--- config.mk ---
export PLATFORM = sky130hd
export DESIGN_NAME = pipe_scroller
export DESIGN_NICKNAME = d
export VERILOG_FILES = /design/src/rtl/pipe_scroller.sv
export SDC_FILE = /design/constraint.sdc
export NUM_CORES = 1
export LEC_CHECK = 0
export BUFFER_PORTS_ARGS = -buffer_cell sky130_fd_sc_hd__buf_2
export CAP_MARGIN = 10
export CORE_UTILIZATION = 24
export CTS_CLUSTER_DIAMETER = 200
export DETAILED_ROUTE_END_ITERATION = 8
export HOLD_SLACK_MARGIN = 0.02
export PLACE_DENSITY = 0.45
export SLEW_MARGIN = 0
export SYNTH_ARGS = -nofsm -noshare
export SYNTH_HDL_FRONTEND = slang
export SYNTH_SLANG_ARGS = --single-unit
--- constraint.sdc ---
create_clock -name clk_100MHz -period 5.63 [get_ports clk_100MHz]
set_input_delay 0.2815 -clock clk_100MHz [delete_from_list [all_inputs] [get_ports clk_100MHz]]
set_output_delay 0.2815 -clock clk_100MHz [all_outputs]
set_load 0.02 [all_outputs]
--- src/rtl/pipe_scroller.sv ---
// pipe_scroller
// Pipe and coin geometry generator for the five-pipe playfield.
// Each game step moves every pipe left by SPEED pixels. A pipe that leaves
// the playfield is moved to the back of the queue and given a new gap
// height from a 16-bit LFSR. The block also counts pipes passed by the bird.
//
// Ports
//   clk_100MHz        system clock
//   rst_n             asynchronous active-low reset (loads the restart state)
//   tick              one-cycle game-step strobe
//   q_Initial         synchronous restart (level), has priority over tick
//   run               scrolling enabled when 1
//   SPEED[3:0]        pixels moved per step
//   Bird_X_L[9:0]     bird left x, used for pass detection
//   X_Edge_O*_L/_R    pipe left/right x
//   Y_Edge_0*_Top     gap top y
//   Y_Edge_0*_Bottom  gap bottom y
//   X_Coin_O*_L/_R    coin left/right x
//   Y_Coin_0*         coin top y
//   shift_Coin        one-cycle pulse after a pipe is recycled
//   pass_pulse        one-cycle pulse after a pipe's right edge passes the bird
//   score[7:0]        pipes passed, saturating at 255
module pipe_scroller #(
    parameter logic [9:0]  LEFT    = 10'd155,
    parameter logic [9:0]  PIPE_W  = 10'd40,
    parameter logic [9:0]  SPACING = 10'd100,
    parameter logic [9:0]  START_X = 10'd485,
    parameter logic [9:0]  GAP_MIN = 10'd80,
    parameter logic [9:0]  GAP_H   = 10'd120,
    parameter logic [9:0]  COIN_DX = 10'd10,
    parameter logic [9:0]  COIN_DY = 10'd50,
    parameter logic [15:0] SEED    = 16'hACE1
) (
    input  logic       clk_100MHz,
    input  logic       rst_n,
    input  logic       tick,
    input  logic       q_Initial,
    input  logic       run,
    input  logic [3:0] SPEED,
    input  logic [9:0] Bird_X_L,

    output logic [9:0] X_Edge_OO_L,
    output logic [9:0] X_Edge_O1_L,
    output logic [9:0] X_Edge_O2_L,
    output logic [9:0] X_Edge_O3_L,
    output logic [9:0] X_Edge_O4_L,
    output logic [9:0] X_Edge_OO_R,
    output logic [9:0] X_Edge_O1_R,
    output logic [9:0] X_Edge_O2_R,
    output logic [9:0] X_Edge_O3_R,
    output logic [9:0] X_Edge_O4_R,

    output logic [9:0] Y_Edge_00_Top,
    output logic [9:0] Y_Edge_01_Top,
    output logic [9:0] Y_Edge_02_Top,
    output logic [9:0] Y_Edge_03_Top,
    output logic [9:0] Y_Edge_04_Top,
    output logic [9:0] Y_Edge_00_Bottom,
    output logic [9:0] Y_Edge_01_Bottom,
    output logic [9:0] Y_Edge_02_Bottom,
    output logic [9:0] Y_Edge_03_Bottom,
    output logic [9:0] Y_Edge_04_Bottom,

    output logic [9:0] X_Coin_OO_L,
    output logic [9:0] X_Coin_O1_L,
    output logic [9:0] X_Coin_O2_L,
    output logic [9:0] X_Coin_O3_L,
    output logic [9:0] X_Coin_O4_L,
    output logic [9:0] X_Coin_OO_R,
    output logic [9:0] X_Coin_O1_R,
    output logic [9:0] X_Coin_O2_R,
    output logic [9:0] X_Coin_O3_R,
    output logic [9:0] X_Coin_O4_R,

    output logic [9:0] Y_Coin_00,
    output logic [9:0] Y_Coin_01,
    output logic [9:0] Y_Coin_02,
    output logic [9:0] Y_Coin_03,
    output logic [9:0] Y_Coin_04,

    output logic       shift_Coin,
    output logic       pass_pulse,
    output logic [7:0] score
);

    localparam int unsigned NPIPE = 5;

    // A pipe whose left edge reaches this x has fully left the playfield.
    localparam logic [9:0] WRAP_X  = LEFT - PIPE_W;
    // Distance added on recycle: the length of the whole five-pipe queue.
    localparam logic [9:0] RING    = 10'(NPIPE * SPACING);
    localparam logic [9:0] GAP_RST = GAP_MIN + 10'd40;
    localparam logic [9:0] COIN_W1 = 10'd19;

    logic [9:0]  xl [NPIPE];
    logic [9:0]  gt [NPIPE];
    logic [15:0] lfsr;

    logic [9:0]  nx       [NPIPE];
    logic [9:0]  xr_cur   [NPIPE];
    logic [9:0]  xr_nxt   [NPIPE];
    logic [9:0]  bot      [NPIPE];
    logic [9:0]  coin_l   [NPIPE];
    logic [9:0]  coin_r   [NPIPE];
    logic [9:0]  coin_y   [NPIPE];
    logic [NPIPE-1:0] wrap;
    logic [NPIPE-1:0] pass;
    logic        step;
    logic        lfsr_fb;

    assign step    = tick & run & ~q_Initial;
    // Fibonacci taps 16,14,13,11
    assign lfsr_fb = lfsr[15] ^ lfsr[13] ^ lfsr[12] ^ lfsr[10];

    always_comb begin
        for (int unsigned i = 0; i < NPIPE; i++) begin
            nx[i]     = xl[i] - {6'd0, SPEED};
            xr_cur[i] = xl[i] + PIPE_W - 10'd1;
            xr_nxt[i] = nx[i] + PIPE_W - 10'd1;
            bot[i]    = gt[i] + GAP_H;
            coin_l[i] = xl[i] + COIN_DX;
            coin_r[i] = xl[i] + COIN_DX + COIN_W1;
            coin_y[i] = gt[i] + COIN_DY;
            wrap[i]   = (nx[i] <= WRAP_X);
            // A recycled pipe jumps to the back, so it can never count as passed.
            pass[i]   = ~wrap[i] && (xr_cur[i] >= Bird_X_L) && (xr_nxt[i] < Bird_X_L);
        end
    end

    always_ff @(posedge clk_100MHz or negedge rst_n) begin
        if (!rst_n) begin
            for (int unsigned i = 0; i < NPIPE; i++) begin
                xl[i] <= START_X + 10'(i * SPACING);
                gt[i] <= GAP_RST;
            end
            lfsr       <= SEED;
            score      <= '0;
            shift_Coin <= 1'b0;
            pass_pulse <= 1'b0;
        end else if (q_Initial) begin
            for (int unsigned i = 0; i < NPIPE; i++) begin
                xl[i] <= START_X + 10'(i * SPACING);
                gt[i] <= GAP_RST;
            end
            lfsr       <= SEED;
            score      <= '0;
            shift_Coin <= 1'b0;
            pass_pulse <= 1'b0;
        end else begin
            lfsr       <= {lfsr[14:0], lfsr_fb};
            shift_Coin <= 1'b0;
            pass_pulse <= 1'b0;
            if (step) begin
                for (int unsigned i = 0; i < NPIPE; i++) begin
                    if (wrap[i]) begin
                        xl[i] <= nx[i] + RING;
                        gt[i] <= GAP_MIN + {3'd0, lfsr[6:0]};
                    end else begin
                        xl[i] <= nx[i];
                    end
                end
                // The pitch allows at most one wrap and one pass per step.
                shift_Coin <= |wrap;
                pass_pulse <= |pass;
                if ((|pass) && (score != 8'hFF))
                    score <= score + 8'd1;
            end
        end
    end

    assign X_Edge_OO_L      = xl[0];
    assign X_Edge_O1_L      = xl[1];
    assign X_Edge_O2_L      = xl[2];
    assign X_Edge_O3_L      = xl[3];
    assign X_Edge_O4_L      = xl[4];
    assign X_Edge_OO_R      = xr_cur[0];
    assign X_Edge_O1_R      = xr_cur[1];
    assign X_Edge_O2_R      = xr_cur[2];
    assign X_Edge_O3_R      = xr_cur[3];
    assign X_Edge_O4_R      = xr_cur[4];

    assign Y_Edge_00_Top    = gt[0];
    assign Y_Edge_01_Top    = gt[1];
    assign Y_Edge_02_Top    = gt[2];
    assign Y_Edge_03_Top    = gt[3];
    assign Y_Edge_04_Top    = gt[4];
    assign Y_Edge_00_Bottom = bot[0];
    assign Y_Edge_01_Bottom = bot[1];
    assign Y_Edge_02_Bottom = bot[2];
    assign Y_Edge_03_Bottom = bot[3];
    assign Y_Edge_04_Bottom = bot[4];

    assign X_Coin_OO_L      = coin_l[0];
    assign X_Coin_O1_L      = coin_l[1];
    assign X_Coin_O2_L      = coin_l[2];
    assign X_Coin_O3_L      = coin_l[3];
    assign X_Coin_O4_L      = coin_l[4];
    assign X_Coin_OO_R      = coin_r[0];
    assign X_Coin_O1_R      = coin_r[1];
    assign X_Coin_O2_R      = coin_r[2];
    assign X_Coin_O3_R      = coin_r[3];
    assign X_Coin_O4_R      = coin_r[4];

    assign Y_Coin_00        = coin_y[0];
    assign Y_Coin_01        = coin_y[1];
    assign Y_Coin_02        = coin_y[2];
    assign Y_Coin_03        = coin_y[3];
    assign Y_Coin_04        = coin_y[4];

endmodule

# Yosys cells after proc, flatten, opt, wreduce, memory -nomap -nowiden
# Index checks and enable logic that the tools add are counted.
# totals
memories,0
register_bits,126
output_inout_bits,360
ramBits,0
rom_bits,0
latch_bits,0
word_cells,141
input_bits,19
# op_classes
n_mul,0
n_reduce_logical,26
shift,0
div,0
order_cmp,15
add_sub_neg,52
bitwise,11
eq_ne,1
mux,22
# op_table
cell,count
two-way mux 50 bit,4
adder 10 x 6 -> 10 bit (second input constant),15
two-way mux 10 bit,10
subtractor 10 x 1 -> 10 bit (second input constant),10
adder 10 x 4 -> 10 bit (second input constant),5
adder 10 x 5 -> 10 bit (second input constant),5
adder 10 x 7 -> 10 bit (second input constant),5
adder 10 x 9 -> 10 bit (second input constant),5
>= comparator 10 bit,5
<= comparator 10 x 7 -> 1 bit (second input constant),5
less-than comparator 10 bit,5
subtractor 10 x 4 -> 10 bit,5
two-way mux 8 bit,3
two-way mux 16 bit,1
nonzero test 2 bit,7
AND reduction 2 bit,6
logical AND 1 bit,11
OR reduction 5 bit,2
adder 7 x 7 -> 8 bit (first input constant),1
adder 8 x 1 -> 8 bit (second input constant),1
!= test 8 bit (second input constant),1
inverter 1 bit,6
two-way mux 1 bit,4
bitwise XOR 1 bit,3
bitwise AND 1 bit,2

# Longest topological paths before layout
# Gate-level depths: netlist (run 1).
# logic_depth
depth_word,10
mapped_depth,21
ltp_nobuf,20

# Least setup slack after synthesis (run 1)
# No wires, ideal clock.
# synth_path
path_kind,flip-flop to flip-flop
startpoint,register xl (netlist bit X_Edge_O4_L[0])
endpoint,register score[6]
setup_slack_ns,0.864
synth_period_minus_slack_ns,4.766
arrival_ns,4.688
stages_incl_launch_ff,22
n_path_buf,2
t_required_ns,5.552
setup_ns,0.078
path_cell_list,dfstp_2 > inv_1 > ha_1 > fa_1 > nor2b_1 > o21a_1 > o21ai_0 > and2_1 > clkbuf_1 > or3_1 > a21o_1 > xor2_1 > ha_1 > a21o_1 > a21oi_1 > nor2b_1 > a2111oi_0 > a32o_1 > o31ai_2 > buf_6 > or3_1 > a21oi_1
# synth_via
elab_chain_cells,9
elab_cells_between_ends,15
classes_between,add/sub: 5; order compare: 3; bitwise: 1; reduce/logical: 6
# synth_lines
element,line,source
from (decl),95,logic [9:0] xl [NPIPE];
"from (signal, indexed assignment)",133,xl[i] <= START_X + 10'(i * SPACING);
"from (signal, indexed assignment)",142,xl[i] <= START_X + 10'(i * SPACING);
"from (signal, indexed assignment)",156,xl[i] <= nx[i] + RING;
subtractor 10 x 4 -> 10 bit / adder 10 x 6 -> 10 bit (equally long branches),"117, 118",
"adder 10 x 6 -> 10 bit, or another cell as far along",119,xr_nxt[i] = nx[i] + PIPE_W - 10'd1;
"subtractor 10 x 1 -> 10 bit, or another cell as far along",119,
less-than comparator 10 bit / logical AND 1 bit (equally long branches),126,pass[i] = ~wrap[i] && (xr_cur[i] >= Bird_X_L) && (xr_nxt[i] < Bird_X_L);
logical AND 1 bit (*),126,
OR reduction 5 bit (*),165,if ((|pass) && (score != 8'hFF))
logical AND 1 bit (*),165,
nonzero test 2 bit (no line) (*),-,
AND reduction 2 bit (no line) (*),-,
to (signal assigned),166,score <= score + 8'd1;
to (decl),83,output logic [7:0] score
# Every way passes the cells marked *; elsewhere a longest branch is shown, timed or not.
# A chain may end at the register's enable or synchronous reset.

# Worst setup path after layout (run 1)
# layout_path
startpoint,register xl (netlist bit X_Edge_O4_L[0])
endpoint,register score[4]
# The elaborated chain is that of the path after synthesis.

==> results of run 1 <==
-- critical path, cell delays in order (launching register included) --
cell       delay, ns
dfstp_2         0.59
inv_1           0.15
ha_1            0.24
fa_1            0.41
nor2b_1         0.17
o21a_1          0.21
o21ai_0         0.13
and2_1          0.23
or3_1           0.43
a21o_1          0.22
xor2_1          0.15
ha_1            0.30
a21o_1          0.17
a21oi_1         0.17
nor2b_1         0.06
a2111oi_0       0.43
a32o_1          0.32
o31ai_2         0.09
buf_4           0.20
or3_1           0.36
a21oi_1         0.14
-- state kept, by name, summed over array words and instances, names as in the netlist --
name           flops
X_Edge_O3_L       10
Y_Edge_01_Top      8
score              8
Y_Edge_04_Top      8
Y_Edge_00_Top      8
X_Edge_O2_L       10
X_Edge_O4_L       10
X_Edge_OO_L       10
pass_pulse         1
Y_Edge_03_Top      8
shift_Coin         1
X_Edge_O1_L       10
Y_Edge_02_Top      8
lfsr              16
-- layer usage --
metal  vias to the layer above  share of wire
li1                       6263              -
met1                      6238           0.46
met2                       270           0.48
met3                        54          0.036
met4                         0          0.021
met5                         -              0
-- final cells by class --
| class | instances | area, um^2 | share of cell area |
|---|---|---|---|
| tap | 756 | 945.9 | 0.05670 |
| sequential | 116 | 2972 | 0.1781 |
| clock buffer | 17 | 425.4 | 0.02550 |
| timing repair buffer | 378 | 1953 | 0.1171 |
| clock inverter | 15 | 215.2 | 0.01290 |
| multi-input combinational | 1319 | 9739 | 0.5838 |
| inverter | 115 | 431.7 | 0.02588 |
-- worst paths after layout --
| path | slack [ns] | to | from | cells after the start |
|---|---|---|---|---|
| max in group asynchronous | 4.04 | score[3] | rst_n | 3 |
| min | 0.34 | Y_Edge_02_Top[2] | q_Initial | 2 |
| max reg2reg | 0.40 | score[4] | X_Edge_O4_L[0] | 20 |
| max | 0.40 | score[4] | X_Edge_O4_L[0] | 20 |
| min in group asynchronous | 0.49 | X_Edge_O4_L[7] | rst_n | 2 |
| min reg2reg | 0.43 | lfsr[15] | lfsr[14] | 1 |
-- stage by stage --
step                setup slack, ns  hold slack, ns  instances  total power, uW
finish                       0.4034          0.3401       2716             4029
detailed placement           0.5198          0.4180       2683             2813
CTS                          0.4935          0.3280       2716             4085
global placement             0.6346          0.4086       2683             2787
floorplan                    0.8638        -0.01409       1682             2271
global route                0.09070          0.3542       2716             4328
-- power by group through the flow --
stage / registers (uW) / clock network [uW] / logic, uW
global route: 989 / 1310 / 2030
finish: 980 / 1240 / 1810
floorplan: 966 / 0 / 1300
CTS: 980 / 1270 / 1830
detailed placement: 994 / 0 / 1820
global placement: 993 / 0 / 1790
-- what timing repair did --
action | CTS | global route
buffers inserted | 0 | 0
endpoints found under the hold margin | 36 | 0
hold buffers | 1 | 0
-- cell usage in the layout (no fill, tap or decap), drive strengths merged, types with 23 or more instances in the layout --
master and n:
nand3 23, xor2 111, inv 122, ha 197, nand2 106, o21ai 89, a211o 29, buf 377
nor2 138, a21oi 81, nor3 57, dfrtp 61, xnor2 138, dfstp 55, nand2b 30
-- logic make-up after synthesis --
group                    after synthesis
AO/OA/AOI/OAI                        340
XOR/XNOR                             249
adder cells (fa/ha/maj)              202
buffers and inverters                247
flip-flops                           116
multiplexers                          16
other                                  1
AND/OR/NAND/NOR                      492
==> summary.txt, run 1 <==
Status
  • Status: finished, final reports clean

STA
  • Slew Limit Headroom: 0.4436
  • Peak Freq: between 150 and 200 MHz
  • Min Tclk post-route: between 5 and 6 ns
  • RSZ-0062 raised after global routing: no
  • Setup TNS: 0 ns
  • Fin. Hold Viols: 0
  • Max-slew violations: 0
  • Final setup vio count: 0
  • Worst-margin pin slew: between 0.8 and 0.9 ns
  • Fin Clk Skew: between 0.01 and 0.015 ns
  • Final critical-path share of the clock period: 0.9284

Floorplanning
  • Chip width: about 240 um
  • Initial Utilization: 0.2435
  • Die Span Y: ~240 um
  • Die area: roughly 0.06 mm^2
  • Core Area: 0.05650 mm^2
  • I/O pins: between 300 and 400
  • # rows: between 80 and 90

Synthesis
  • EDFF count, synth: 0
  • Count leader, synth: ha_1
  • Area share of the largest cell type after synthesis: 0.1791
  • Mux share of post-synthesis cell area: 0.01191
  • Yosys top cell by area: ha_1
  • Top cells by area, synth: ha_1 (18%), dfrtp_1 (11%), dfstp_2 (11%)
  • Register area share after synthesis: 0.2160
  • Ys async rst share: 1.000
  • Synthesized area: 0.01376 mm^2
  • Post-Synth Adder-Cell Area: 0.1864
  • Post-synthesis compound-gate area fraction: 0.1648
  • Synth Area in XOR/XNOR: 0.1585
  • Netlist cell types: 75
  • #FFs+latches synth: 116
  • Largest family of logic cells by synthesized area: adder cells
  • Mapped Cells: 1663
  • Most frequent cells after synthesis: ha_1 (197), xnor2_1 (138), nor2_1 (137), inv_1 (115), xor2_1 (111)
  • Simple-Gate Fraction of Synth Area: 0.1797
  • Ys flop type: dfrtp_1
  • Yosys warnings: 0
  • Syn avg cell area: approximately 8.3 um^2

Worst setup path
  • Critical Path End Type: flop
  • Crit Path Max Fanout: 14
  • Crit Path Class: flop to flop
  • CP arrival: 5.59 ns
  • Startpoint class of the critical path: flop
  • CP required: approximately 6.0 ns

Detailed routing
  • DR pass1 iterations: 5
  • Drt drc: 0
  • ANT nets after route: 0
  • Routed WL: around 49 mm
  • Initial DRC Count: 621
  • Via count: 12830
  • Average wire per standard cell: between 15 and 20 um
  • Routed vias/inst: between 4 and 5

CTS
  • Reg clk slew, reported paths: roughly 0.07 ns
  • TritonCTS buffer count: 17
  • H-tree depth: 4
  • # resized after CTS: 0
  • Clk buf depth: 2
  • Clock sink count: approximately 120
  • Worst skew pair latency: between 0.4 and 0.5 ns
  • CTS tree: yes
  • CTS root buffer: clkbuf_16

Place
  • Routability congestion estimate: ~0.84
  • IO Port Bufs: between 300 and 400
  • Placement Cell Area: around 0.016 mm^2
  • Dpl hpwl: 37.16 mm

Power and ir drop
  • Share of power burned in combinational logic: 0.450
  • Sw frac: 0.4279
  • Leakage power total: slightly below 0.008 uW
  • Sequential power share: 0.243
  • Clock power share: 0.307
  • Net Switching: 1724 uW
  • Power per cell area: 241.5 mW/mm^2
  • Int Power: between 2000 and 2500 uW
  • Max IR drop VDD: around 0.17 mV

GRT
  • Met2 usage: 0.2770
  • Met1 Usage GRT: 0.2163
  • Largest net degree at the start of global routing: 75
  • Total Routing Usage GR: 0.1656
  • First-pass GRT wire length: between 70 and 80 mm
  • Grt ovf: 0
  • M3 GR Usage: 0.02689
  • Most crowded layer after global routing: met2
  • Initial antenna violation count: 0
  • Number of global-route vias before repair: roughly 12000

Final layout
  • Post-layout util: 0.2953
  • Layout cell share with drive strength beyond 1: 0.2520
  • Final instance area: around 0.017 mm^2
  • Area Growth Syn to Fin: 21.24%
  • Filler instances: about 6000
  • Nets@finish: 2168
  • Diode count: 0

Run
  • Max-cap violations: 0

Hold path
  • HP Class: primary input to flop
No activity file was read; power rests on OpenSTA's default activity.
==> inputs of run 2 (changes only) <==
--- a/config.mk
+++ b/config.mk
@@ -7,11 +7,12 @@
 export LEC_CHECK = 0
 export BUFFER_PORTS_ARGS = -buffer_cell sky130_fd_sc_hd__buf_2
 export CAP_MARGIN = 10
-export CORE_UTILIZATION = 24
+export CORE_ASPECT_RATIO = 0.7
+export CORE_UTILIZATION = 30
 export CTS_CLUSTER_DIAMETER = 200
 export DETAILED_ROUTE_END_ITERATION = 8
 export HOLD_SLACK_MARGIN = 0.02
-export PLACE_DENSITY = 0.45
+export PLACE_DENSITY = 0.53
 export SLEW_MARGIN = 0
 export SYNTH_ARGS = -nofsm -noshare
 export SYNTH_HDL_FRONTEND = slang
==> summary.txt, run 2 (synthesized netlist as in run 1, its figures left out) <==
Status
  • Status: finished, final reports clean (unchanged)

Detailed routing
  • Routed vias/inst: 4.991 (was 4.722)
  • Routed WL: 46.42 mm (was 49.06 mm)
  • Initial DRC Count: 821 (was 621)
  • ANT nets after route: 0 (unchanged)
  • Average wire per standard cell: 18.08 um (was 18.06 um)
  • Via count: 12810 (was 12830)
  • Drt drc: 0 (unchanged)
  • DR pass1 iterations: 5 (unchanged)

STA
  • Final critical-path share of the clock period: 0.9281 (was 0.9284)
  • RSZ-0062 raised after global routing: no (unchanged)
  • Peak Freq: 191.4 MHz (was 191.3 MHz)
  • Final setup vio count: 0 (unchanged)
  • Max-slew violations: 0 (unchanged)
  • Fin. Hold Viols: 0 (unchanged)
  • Post-layout worst setup margin: 0.4049 ns (was 0.4034 ns)
  • Worst-margin pin slew: 0.9944 ns (was 0.8338 ns)
  • Min Tclk post-route: 5.225 ns (was 5.227 ns)
  • Slew Limit Headroom: 0.3370 (was 0.4436)
  • Setup TNS: 0 ns (unchanged)
  • Fin Clk Skew: 0.01130 ns (was 0.01417 ns)

GRT
  • Initial antenna violation count: 0 (unchanged)
  • Largest net degree at the start of global routing: 74 (was 75)
  • Total Routing Usage GR: 0.1950 (was 0.1656)
  • Number of global-route vias before repair: 11890 (was 12050)
  • Grt ovf: 0 (unchanged)
  • First-pass GRT wire length: 71.15 mm (was 73.18 mm)

Final layout
  • Diode count: 0 (unchanged)
  • Area Growth Syn to Fin: 19.42% (was 21.24%)
  • Filler instances: 4672 (was 6097)
  • Layout cell share with drive strength beyond 1: 0.2536 (was 0.2520)
  • Largest reg by FF count: lfsr (unchanged)
  • Commonest non-fill, non-tap cell in the layout: buf_2 (unchanged)
  • Most frequent cells in the layout: buf_2 (356), ha_1 (197), xnor2_1 (138) (unchanged)
  • Nets@finish: 2172 (was 2168)
  • Final instance area: 0.01643 mm^2 (was 0.01668 mm^2)
  • Area of the multi-input gates: 0.009739 mm^2 (unchanged)
  • Post-layout util: 0.3640 (was 0.2953)
  • Number of flip-flops in the largest register: 16 (unchanged)
  • Register Area: 0.002972 mm^2 (unchanged)

CTS
  • Clk buf depth: 2 (unchanged)
  • H-tree depth: 4 (unchanged)
  • Clock sink count: 116 (unchanged)
  • CTS root buffer: clkbuf_16 (unchanged)
  • Hold buffer count at CTS: 0 (was 1)
  • CTS tree: yes (unchanged)
  • # resized after CTS: 0 (unchanged)
  • TritonCTS buffer count: 17 (unchanged)
  • Worst skew pair latency: 0.43 ns (was 0.45 ns)
  • Reg clk slew, reported paths: 0.06 ns (was 0.07 ns)
  • Setup Fix Bufs, Post-CTS: 0 (unchanged)

Worst setup path
  • CP arrival: 5.56 ns (was 5.59 ns)
  • Slowest CP cell: dfstp_2 (unchanged)
  • CP cell instances: inv_1, ha_1, fa_1, nor2b_1, o21a_1, o21ai_0, and2_1, or3_1, a21o_1, xor2_1, ha_1, a21o_1, a21oi_1, nor2b_1, a2111oi_0, a32o_1, o31ai_2, buf_4, or3_1, a21oi_1 (unchanged)
  • Startpoint class of the critical path: flop (unchanged)
  • CP required: 5.97 ns (was 6.00 ns)
  • Crit Path Class: flop to flop (unchanged)
  • Critical Path End Type: flop (unchanged)
  • CP peak stage delay: 0.58 ns (was 0.59 ns)
  • Crit Path Max Fanout: 14 (unchanged)

Run
  • Max-cap violations: 0 (unchanged)

Floorplanning
  • Initial Utilization: 0.3048 (was 0.2435)
  • # rows: 65 (was 87)
  • Chip width: 258.0 um (was 241.4 um)
  • Die Span Y: 181.2 um (was 241.4 um)
  • Die area: 0.04674 mm^2 (was 0.05829 mm^2)
  • I/O pins: 379 (unchanged)
  • Core Area: 0.04514 mm^2 (was 0.05650 mm^2)

Power and ir drop
  • Leakage power total: 0.007690 uW (was 0.007722 uW)
  • Max IR drop VDD: 0.1621 mV (was 0.1708 mV)
  • Power per cell area: 233.0 mW/mm^2 (was 241.5 mW/mm^2)

Place
  • Pre-CTS WS: 0.3840 ns (was 0.5198 ns)
  • Placement Cell Area: 0.01587 mm^2 (was 0.01603 mm^2)
  • Dpl hpwl: 35.36 mm (was 37.16 mm)
  • Routability congestion estimate: 0.8685 (was 0.8385)
  • IO Port Bufs: 358 (unchanged)

Hold path
  • HP Class: primary input to async pin (was primary input to flop)
## run 2: cell types whose count changed in the layout (fill, tap and decap cells not counted), sizes merged
cell / previous run / this run
buf: 377 / 382
inv: 122 / 119
clkinv: 4 / 6
bufinv: 4 / 1
clkbuf: 17 / 18
clkinvlp: 0 / 3
dlygate4sd3: 1 / 0
## run 2: path summary, 6_finish.rpt
kind | slack (ns) | start | endpoint | cells past startpoint
worst max-delay path | 0.40 | X_Edge_O4_L[0] | score[4] | 20
worst min-delay path | 0.02 | rst_n | pass_pulse | 1
worst max register to register | 0.40 | X_Edge_O4_L[0] | score[4] | 20
worst min register to register | 0.43 | lfsr[9] | lfsr[10] | 1
max in group asynchronous | 4.44 | rst_n | X_Edge_O1_L[2] | 2
min in group clk_100MHz | 0.39 | q_Initial | Y_Edge_02_Top[1] | 2
## run 2: power breakdown
| part | total (uW) | switching, uW | leakage (uW) | internal (uW) |
|---|---|---|---|---|
| combinational | 1790 | 1120 | 0.00602 | 672 |
| clock | 1060 | 448 | 0.000267 | 611 |
| sequential | 978 | 95.4 | 0.00141 | 882 |
| total | 3830 | 1660 | 0.00769 | 2160 |
## run 2: critical path, delay by kind of cell (launching register included)
kind	cells	cell delay [ns]
AOI/OAI and AO/OA	9	1.93
DFF	1	0.58
adders and majority gates	3	0.94
and+or+nand+nor	5	1.23
xor gates and xnor gates	1	0.15
buffers and inverters	2	0.31
## run 2: layout make-up
type | count | area share
inverter | 115 | 0.02627
tap | 603 | 0.04591
multi-input combinational | 1319 | 0.5927
sequential | 116 | 0.1808
timing repair buffer | 382 | 0.1203
clock buffer | 18 | 0.02612
clock inverter | 14 | 0.007843
## run 2: per-stage QoR
stage	hold slack (ns)	total power [uW]	cells
3_5_place_dp	0.4158	2782	2535
3_3_place_gp	0.4132	2741	2535
5_1_grt	0.09074	4104	2567
4_1_cts	0.05336	3867	2567
2_1_floorplan	-0.01409	2271	1682
6_report	0.01718	3829	2567
## run 2: layer usage
| layer | track usage | vias up | wire length [um] |
|---|---|---|---|
| met5 | 0 | - | 0 |
| li1 | - | 6274 | - |
| met2 | 0.2880 | 350 | 19770 |
| met3 | 0.03227 | 47 | 2421 |
| met1 | 0.2903 | 6142 | 23390 |
| met4 | 0.04852 | 0 | 838 |
